**src/rtl/mfft_combine_scheduler.sv**
```systemverilog
// Final radix-2 combine sequencer: waits for both half-size sub-FFTs, streams the
// HALF bin pairs through the twiddle multiplier/summer pipeline, then releases both buffers.
module mfft_combine_scheduler #(
    parameter int SIZE_BUFFER  = 6,
    parameter int MULT_LATENCY = 4,
    parameter int SUMM_LATENCY = 1
) (
    input  logic                   clk,
    input  logic                   reset,
    input  logic                   start,
    input  logic                   flag_complete_chet,
    input  logic                   flag_complete_Nchet,
    input  logic                   hold,
    output logic                   rd_en,
    output logic [SIZE_BUFFER-2:0] rd_addr,
    output logic                   en_mult,
    output logic [15:0]            phi,
    output logic                   wr_en,
    output logic [SIZE_BUFFER-1:0] wr_addr_lo,
    output logic [SIZE_BUFFER-1:0] wr_addr_hi,
    output logic                   ack_chet,
    output logic                   ack_Nchet,
    output logic                   busy,
    output logic                   done,
    output logic                   err_start,
    output logic [2:0]             dbg_state
);
    localparam int AW   = SIZE_BUFFER - 1;
    localparam int HALF = 1 << AW;
    localparam int PIPE = 1 + MULT_LATENCY + SUMM_LATENCY;

    typedef enum logic [2:0] {
        S_IDLE  = 3'd0,
        S_WAIT  = 3'd1,
        S_RUN   = 3'd2,
        S_DRAIN = 3'd3,
        S_DONE  = 3'd4
    } state_t;

    state_t                 state_q, state_d;
    logic                   rdy_c_q, rdy_c_d;
    logic                   rdy_n_q, rdy_n_d;
    logic [AW-1:0]          k_q, k_d;
    logic [SIZE_BUFFER-1:0] wr_cnt_q, wr_cnt_d;
    logic [PIPE-1:0]        vld_q, vld_d;
    logic [AW-1:0]          idx_q [PIPE];
    logic [AW-1:0]          idx_d [PIPE];
    logic                   done_q, done_d;
    logic                   busy_q, busy_d;
    logic                   err_q, err_d;
    logic                   issue;

    // Read issue follows hold in the same cycle, so it is decoded from state rather than registered.
    assign issue = (state_q == S_RUN) && !hold;

    always_comb begin
        state_d  = state_q;
        rdy_c_d  = rdy_c_q;
        rdy_n_d  = rdy_n_q;
        k_d      = k_q;
        wr_cnt_d = wr_cnt_q + {{(SIZE_BUFFER-1){1'b0}}, vld_q[PIPE-1]};

        case (state_q)
            S_IDLE: begin
                if (start) begin
                    state_d  = S_WAIT;
                    rdy_c_d  = flag_complete_chet;
                    rdy_n_d  = flag_complete_Nchet;
                    k_d      = '0;
                    wr_cnt_d = '0;
                end
            end
            S_WAIT: begin
                rdy_c_d = rdy_c_q | flag_complete_chet;
                rdy_n_d = rdy_n_q | flag_complete_Nchet;
                if (rdy_c_d && rdy_n_d) begin
                    state_d = S_RUN;
                end
            end
            S_RUN: begin
                if (issue) begin
                    k_d = k_q + 1'b1;
                    if (k_q == AW'(HALF - 1)) begin
                        state_d = S_DRAIN;
                    end
                end
            end
            S_DRAIN: begin
                if (wr_cnt_d == SIZE_BUFFER'(HALF)) begin
                    state_d = S_DONE;
                end
            end
            S_DONE: begin
                state_d = S_IDLE;
                rdy_c_d = 1'b0;
                rdy_n_d = 1'b0;
            end
            default: state_d = S_IDLE;
        endcase

        // Free-running shift: hold only gates new issues, never in-flight pairs.
        vld_d[0] = issue;
        idx_d[0] = k_q;
        for (int i = 1; i < PIPE; i++) begin
            vld_d[i] = vld_q[i-1];
            idx_d[i] = idx_q[i-1];
        end

        done_d = (state_d == S_DONE);
        busy_d = (state_d != S_IDLE);
        err_d  = start && (state_q != S_IDLE);
    end

    always_ff @(posedge clk or negedge reset) begin
        if (!reset) begin
            state_q  <= S_IDLE;
            rdy_c_q  <= 1'b0;
            rdy_n_q  <= 1'b0;
            k_q      <= '0;
            wr_cnt_q <= '0;
            vld_q    <= '0;
            for (int i = 0; i < PIPE; i++) begin
                idx_q[i] <= '0;
            end
            done_q   <= 1'b0;
            busy_q   <= 1'b0;
            err_q    <= 1'b0;
        end else begin
            state_q  <= state_d;
            rdy_c_q  <= rdy_c_d;
            rdy_n_q  <= rdy_n_d;
            k_q      <= k_d;
            wr_cnt_q <= wr_cnt_d;
            vld_q    <= vld_d;
            for (int i = 0; i < PIPE; i++) begin
                idx_q[i] <= idx_d[i];
            end
            done_q   <= done_d;
            busy_q   <= busy_d;
            err_q    <= err_d;
        end
    end

    assign rd_en      = issue;
    assign rd_addr    = issue ? k_q : '0;
    assign en_mult    = vld_q[0];
    assign phi        = vld_q[0] ? 16'(idx_q[0]) : 16'd0;
    assign wr_en      = vld_q[PIPE-1];
    assign wr_addr_lo = vld_q[PIPE-1] ? {1'b0, idx_q[PIPE-1]} : '0;
    assign wr_addr_hi = vld_q[PIPE-1] ? {1'b1, idx_q[PIPE-1]} : '0;
    assign done       = done_q;
    assign ack_chet   = done_q;
    assign ack_Nchet  = done_q;
    assign busy       = busy_q;
    assign err_start  = err_q;
    assign dbg_state  = state_q;
endmodule
```
**config.mk**
```make
export PLATFORM = sky130hd
export DESIGN_NAME = mfft_combine_scheduler
export DESIGN_NICKNAME = d
export VERILOG_FILES = /design/src/rtl/mfft_combine_scheduler.sv
export SDC_FILE = /design/constraint.sdc
export NUM_CORES = 1
export LEC_CHECK = 0
export CORE_MARGIN = 2
export CORE_UTILIZATION = 45
export DETAILED_ROUTE_END_ITERATION = 16
export PLACE_DENSITY_LB_ADDON = 0.3
export REMOVE_ABC_BUFFERS = 1
export SLEW_MARGIN = 30
export SYNTH_ARGS = -nofsm -noshare
export SYNTH_HDL_FRONTEND = slang
export SYNTH_SLANG_ARGS = --single-unit
```
**constraint.sdc**
```tcl
create_clock -name clk -period 3 [get_ports clk]
set_input_delay 0.3 -clock clk [delete_from_list [all_inputs] [get_ports clk]]
set_output_delay 0.3 -clock clk [all_outputs]
set_load 0.1 [all_outputs]
```
==> impl_metrics.ini, run 1 <==
[synth]
synth_common_cells = dfrtp_1, buf_4, and2_1
synth_area_per_cell_um2 = 12.7
yosys_warnings = 0
synth_top_cell_area_share = 0.633
ys.flop_type = dfrtp_1
synth_cell_types = 34
synth_top_family_by_area = simple AND/OR/NAND/NOR gates
synth_xor_area_frac = 0.0242
yosys-top-cells-area = dfrtp_1, buf_4, and2_1, ha_1, nor2_1
synth_top_cell_by_area = dfrtp_1
synth_edf_count = 0
mappedNetlistArea_mm2 = 0.00217
syn_inst = 171
synth-compound-area-share = 0.0426
yosysSeqAreaShare = 0.633
synthArstFlopShare = 1.00
synth_simple_gate_area_frac = 0.172
yosysMostFrequentCell = dfrtp_1
synth-adder-area-share = 0.0288
ys_seq_elements = 55
synth_mux_area_frac = 0.0104

[placed_design]
dp_hpwl_mm = 2.44
pre_cts_ws_ns = 0.855
io_buffers = 37
gp_congestion = 0.842
detailed_place.area_mm2 = 0.00245
place_inst = 248

[cells_and_area]
register_area_mm2 = 0.00138
filler_cell_count = 398
multi_input_area_um2 = 648
final_core_util = 0.544
syn2layout_area_growth_pct = 17.4
nNetsFinal = 212
stdcell_count = 256
diodes = 0
design_area_mm2 = 0.00255
drive_above_1_share = 0.233

[floorplan]
core_mm2 = 0.00469
floorplan.die_area_mm2 = 0.00540
row_count = 25
ioPinCount = 50
die_height_um = 73.5
die_w_um = 73.5
initial_core_util = 0.463

[cts]
clk_pin_slew_worst_paths_ns = 0.10
ctsHoldBuffers = 0
numClockSinks = 55
clkLatencyLatePin_ns = 0.31
cts_setup_buffers = 0
clockBufferDepth = 2
htree_levels = 2
cts_tree = built
cts_buffers = 5
cts_resized = 0
cts_root_buf = clkbuf_8

[power]
power_leakage_nw = 1.23
p_sw_frac = 0.390
power_mw = 2.17
cellInternalPower_mw = 1.32
ir_drop_mv = 0.334
clockPowerShare = 0.200
power_density_mw_per_mm2 = 851
netSwitchingPower_mw = 0.847
power_frac_seq = 0.507
pwr-share-comb = 0.293

[timing]
fin_ws_ns = 0.687
finalHoldViolations = 0
worstMarginPinSlew_ns = 0.973
grt_setup_unrepaired = no
setup_viol = 0
slew_violations = 0
min_period_ns = 2.31
fmax_ghz = 0.432
period_share = 0.771
fin_tns_setup_ns = 0
timing.slew.headroom = 0.349
skew_ns = 0.00730
hold_slack_ns = 0.0227

[job]
cap_viol_max_count = 0

[setup_path]
worstSetupEndpointType = output pin
rr_endpoint = dbg_state[2]
r2r_start = vld_q[5]
start_kind = flop
reg2reg_depth = 6
rrSetupSlack_ns = 1.13
path_class = flop to output pin
cp_max_fo = 15
crit_required_ns = 2.70
worstPathArrival_ns = 2.01

[detailed_routing]
drtIter0Drc = 67
num_vias = 1240
dr.pass1.iters = 4
wirelength_mm = 3.41
drtAntennaViolNets = 0
via_per_inst = 4.84
routedWlPerCell_um = 13.3
drc = 0

[global_route]
antenna_found_initial = 0
grt_use_total = 0.139
first_global_vias = 1202
grt_pass1_wl_mm = 5.59
globalRoute.totalOverflow = 0
grt_max_degree = 56

[status]
status = complete, no violations

[worst_hold_path]
hp-class = input pin to async pin
cell families after synthesis:
group | Yosys count
compound gates | 15
xor+xnor | 6
fa+ha+maj | 5
buf+inv | 26
flops | 55
mux | 2
other cells | 1
simple gates | 61
registers in the layout (all words and copies together) (netlist names):
register	count
rdy_c_q	1
idx_d	25
vld_q	6
idx_q	5
rdy_n_q	1
ack_Nchet	1
k_q	5
wr_cnt_q	6
busy	1
err_start	1
dbg_state	3
cell usage in the layout (no fill, tap or decap), drive strengths merged:
cell,instances
xor2,4
nand4,1
o21ai,6
ha,5
o221a,1
dfrtp,55
xnor2,2
buf,31
inv,2
nor2b,3
nand3b,1
clkbuf,6
a211oi,1
nand2,9
and3,2
nor4b,3
conb,12
nand3,3
clkinvlp,1
o21a,1
or3,1
a21oi,5
nand2b,3
and2,18
nor3,3
mux2,2
clkdlybuf4s50,6
nor2,13
o211ai,1
nor3b,1
worst max-delay path: stages (launching register included):
cell     delay (ns)
dfrtp_1        0.61
nor4b_4        0.63
and2_1         0.28
buf_12         0.19
how the worst max path moves through the flow:
stage	start	end	slack (ns)
after floorplan	dbg_state[1]	rd_addr[0]	-0.75
after global placement	hold	rd_addr[0]	0.91
final	dbg_state[1]	rd_addr[0]	0.69
after global routing	dbg_state[1]	rd_addr[3]	0.51
after detailed placement	hold	rd_addr[0]	0.85
after CTS	dbg_state[1]	rd_addr[0]	0.65
per-layer routing:
metal / wire (um) / global-route usage
met4: 55 / 0.0606
met3: 187 / 0.0480
met1: 1450 / 0.173
met2: 1720 / 0.222
met5: 0 / 0
power groups by stage:
| stage | sequential (mW) | clock [mW] | combinational, mW |
|---|---|---|---|
| 6_report | 1.10 | 0.433 | 0.637 |
| 5_1_grt | 1.14 | 0.471 | 0.679 |
| 4_1_cts | 1.11 | 0.447 | 0.641 |
| 3_5_place_dp | 1.12 | 0 | 0.639 |
| 3_3_place_gp | 1.10 | 0 | 0.620 |
| 2_1_floorplan | 1.23 | 0 | 0.352 |
cell type report:
cell class / instances / share of cell area
Clock buffer: 6 / 0.0324
Clock inverter: 2 / 0.00735
Inverter: 1 / 0.00147
Multi-Input combinational cell: 101 / 0.254
Sequential cell: 55 / 0.539
Tap cell: 54 / 0.0265
Timing Repair Buffer: 37 / 0.139
Power figures use the tool's default switching activity.
==> inputs of run 2 (changes only) <==
- clock period: 3 -> 2.2 ns (I/O delays scaled with it)
==> impl_metrics.ini, run 2 (synthesis gave the netlist of run 1 again) <==
[detailed_routing]
drtIter0Drc = 77
drtAntennaViolNets = 0
wirelength_mm = 3.49
dr.pass1.iters = 4
routed.top_layer = met4
routedWlPerCell_um = 13.4
met3_wirelength_um = 194
wl_met2_mm = 1.69
num_vias = 1266
via_per_inst = 4.85
wl_met1_mm = 1.55
drc = 0

[worst_hold_path]
hold_path_end = idx_q[0]
holdPathStages = 0
hold_start = idx_d[0]
hp-class = flop to flop

[timing]
timing.slew.headroom = 0.607
slew_violations = 0
skew_ns = 0.00535
fin_tns_setup_ns = 0
fmax_ghz = 0.500
worstMarginPinSlew_ns = 0.590
grt_setup_unrepaired = no
min_period_ns = 2.00
fin_ws_ns = 0.198
setup_viol = 0
hold_slack_ns = 0.356
period_share = 0.910
finalHoldViolations = 0

[floorplan]
floorplan.die_area_mm2 = 0.00540
row_count = 25
core_mm2 = 0.00469
die_height_um = 73.5
ioPinCount = 50
initial_core_util = 0.463
die_w_um = 73.5

[job]
cap_viol_max_count = 0

[setup_path]
critPathBufInv = 1
cpPeakStageDelay_ns = 0.54
path_cells = nor4b_4 -> and2_1 -> buf_12
worstPathArrival_ns = 1.78
reg2reg_depth = 6
cp_max_fo = 10
rr_endpoint = dbg_state[2]
path_class = flop to output pin
rrSetupSlack_ns = 0.37
r2r_start = vld_q[5]
cpMaxStageDelayCell = dfrtp_1
worstSetupEndpointType = output pin
cp_top_family = simple AND/OR/NAND/NOR gates
crit_required_ns = 1.98
start_kind = flop

[global_route]
grt_pass1_wl_mm = 5.93
globalRoute.totalOverflow = 0
antenna_found_initial = 0
first_global_vias = 1269
grt_use_total = 0.147
grt_max_degree = 31

[cells_and_area]
syn2layout_area_growth_pct = 20.9
drive_above_1_share = 0.256
design_area_mm2 = 0.00263
mostFrequentLayoutCells = dfrtp_1, buf_4, and2_1, nor2_1, conb_1
diodes = 0
final_common_cell = dfrtp_1
final_core_util = 0.560
largest_register_ffs = 25
stdcell_count = 261
nNetsFinal = 217

[placed_design]
dp_hpwl_mm = 2.52
pre_cts_ws_ns = 0.394
detailed_place.area_mm2 = 0.00250
gp_congestion = 0.823
place_inst = 252
io_buffers = 37

[cts]
clkLatencyLatePin_ns = 0.31
cts_tree = built
htree_levels = 2
clockBufferDepth = 2
cts_resized = 0
numClockSinks = 55
cts_buffers = 5
clk_pin_slew_worst_paths_ns = 0.10
cts_setup_buffers = 0
cts_root_buf = clkbuf_8

[power]
ir_drop_mv = 0.602
power_density_mw_per_mm2 = 1170
power_leakage_nw = 1.27
power_mw = 3.09

[status]
status = complete, no violations
==> run 2: cell count changes in the layout (fill, tap and decap cells not counted) <==
cell             delta
inv_6               +1
buf_12              +2
dlygate4sd3_1       +1
bufinv_16           +1
clkinvlp_4          -1
buf_4               +3
clkbuf_8            -1
buf_2               +1
clkdlybuf4s50_1     -2
==> run 2: timing repair <==
action	in CTS	in global routing
hold endpoints to repair	25	0
endpoints found under the setup margin	0	5
hold buffers	1	0
==> run 2: how the worst max path moves through the flow <==
stage,from,to,slack [ns],cells after the start
after detailed placement,hold,k_q[0],0.39,5
after CTS,dbg_state[0],rd_addr[0],0.12,3
after floorplan,dbg_state[1],rd_addr[0],-1.47,2
final,dbg_state[0],rd_addr[3],0.20,3
after global placement,vld_q[5],dbg_state[2],0.43,6
after global routing,dbg_state[0],rd_addr[0],0.06,3
==> run 2: area by class of cell <==
class | instances | area (um^2)
clock buffers | 5 | 68.8
clock inverters | 3 | 50.0
fillers | 397 | 2060
inverters | 1 | 3.75
multi-input cells | 101 | 648
flip-flops and latches | 55 | 1380
well taps | 54 | 67.6
repair buffers | 42 | 413
==> run 2: report_power, final <==
group	switching [mW]	total [mW]	leakage [nW]	internal, mW
clock	0.340	0.691	0.0607	0.351
sequential	0.183	1.48	0.697	1.30
combinational	0.647	0.911	0.515	0.263
total	1.17	3.09	1.27	1.91
==> run 2: per-layer routing <==
layer | track usage | up-vias
met2 | 0.227 | 40
met1 | 0.192 | 623
met4 | 0.0566 | 0
met3 | 0.0508 | 6
met5 | 0 | -
li1 | - | 597
==> inputs of run 3 (changes only) <==
- SKIP_CTS_REPAIR_TIMING: default -> 1
==> results of run 3 <==
Same layout as run 2: the final DEF is identical, and so are final timing and power.
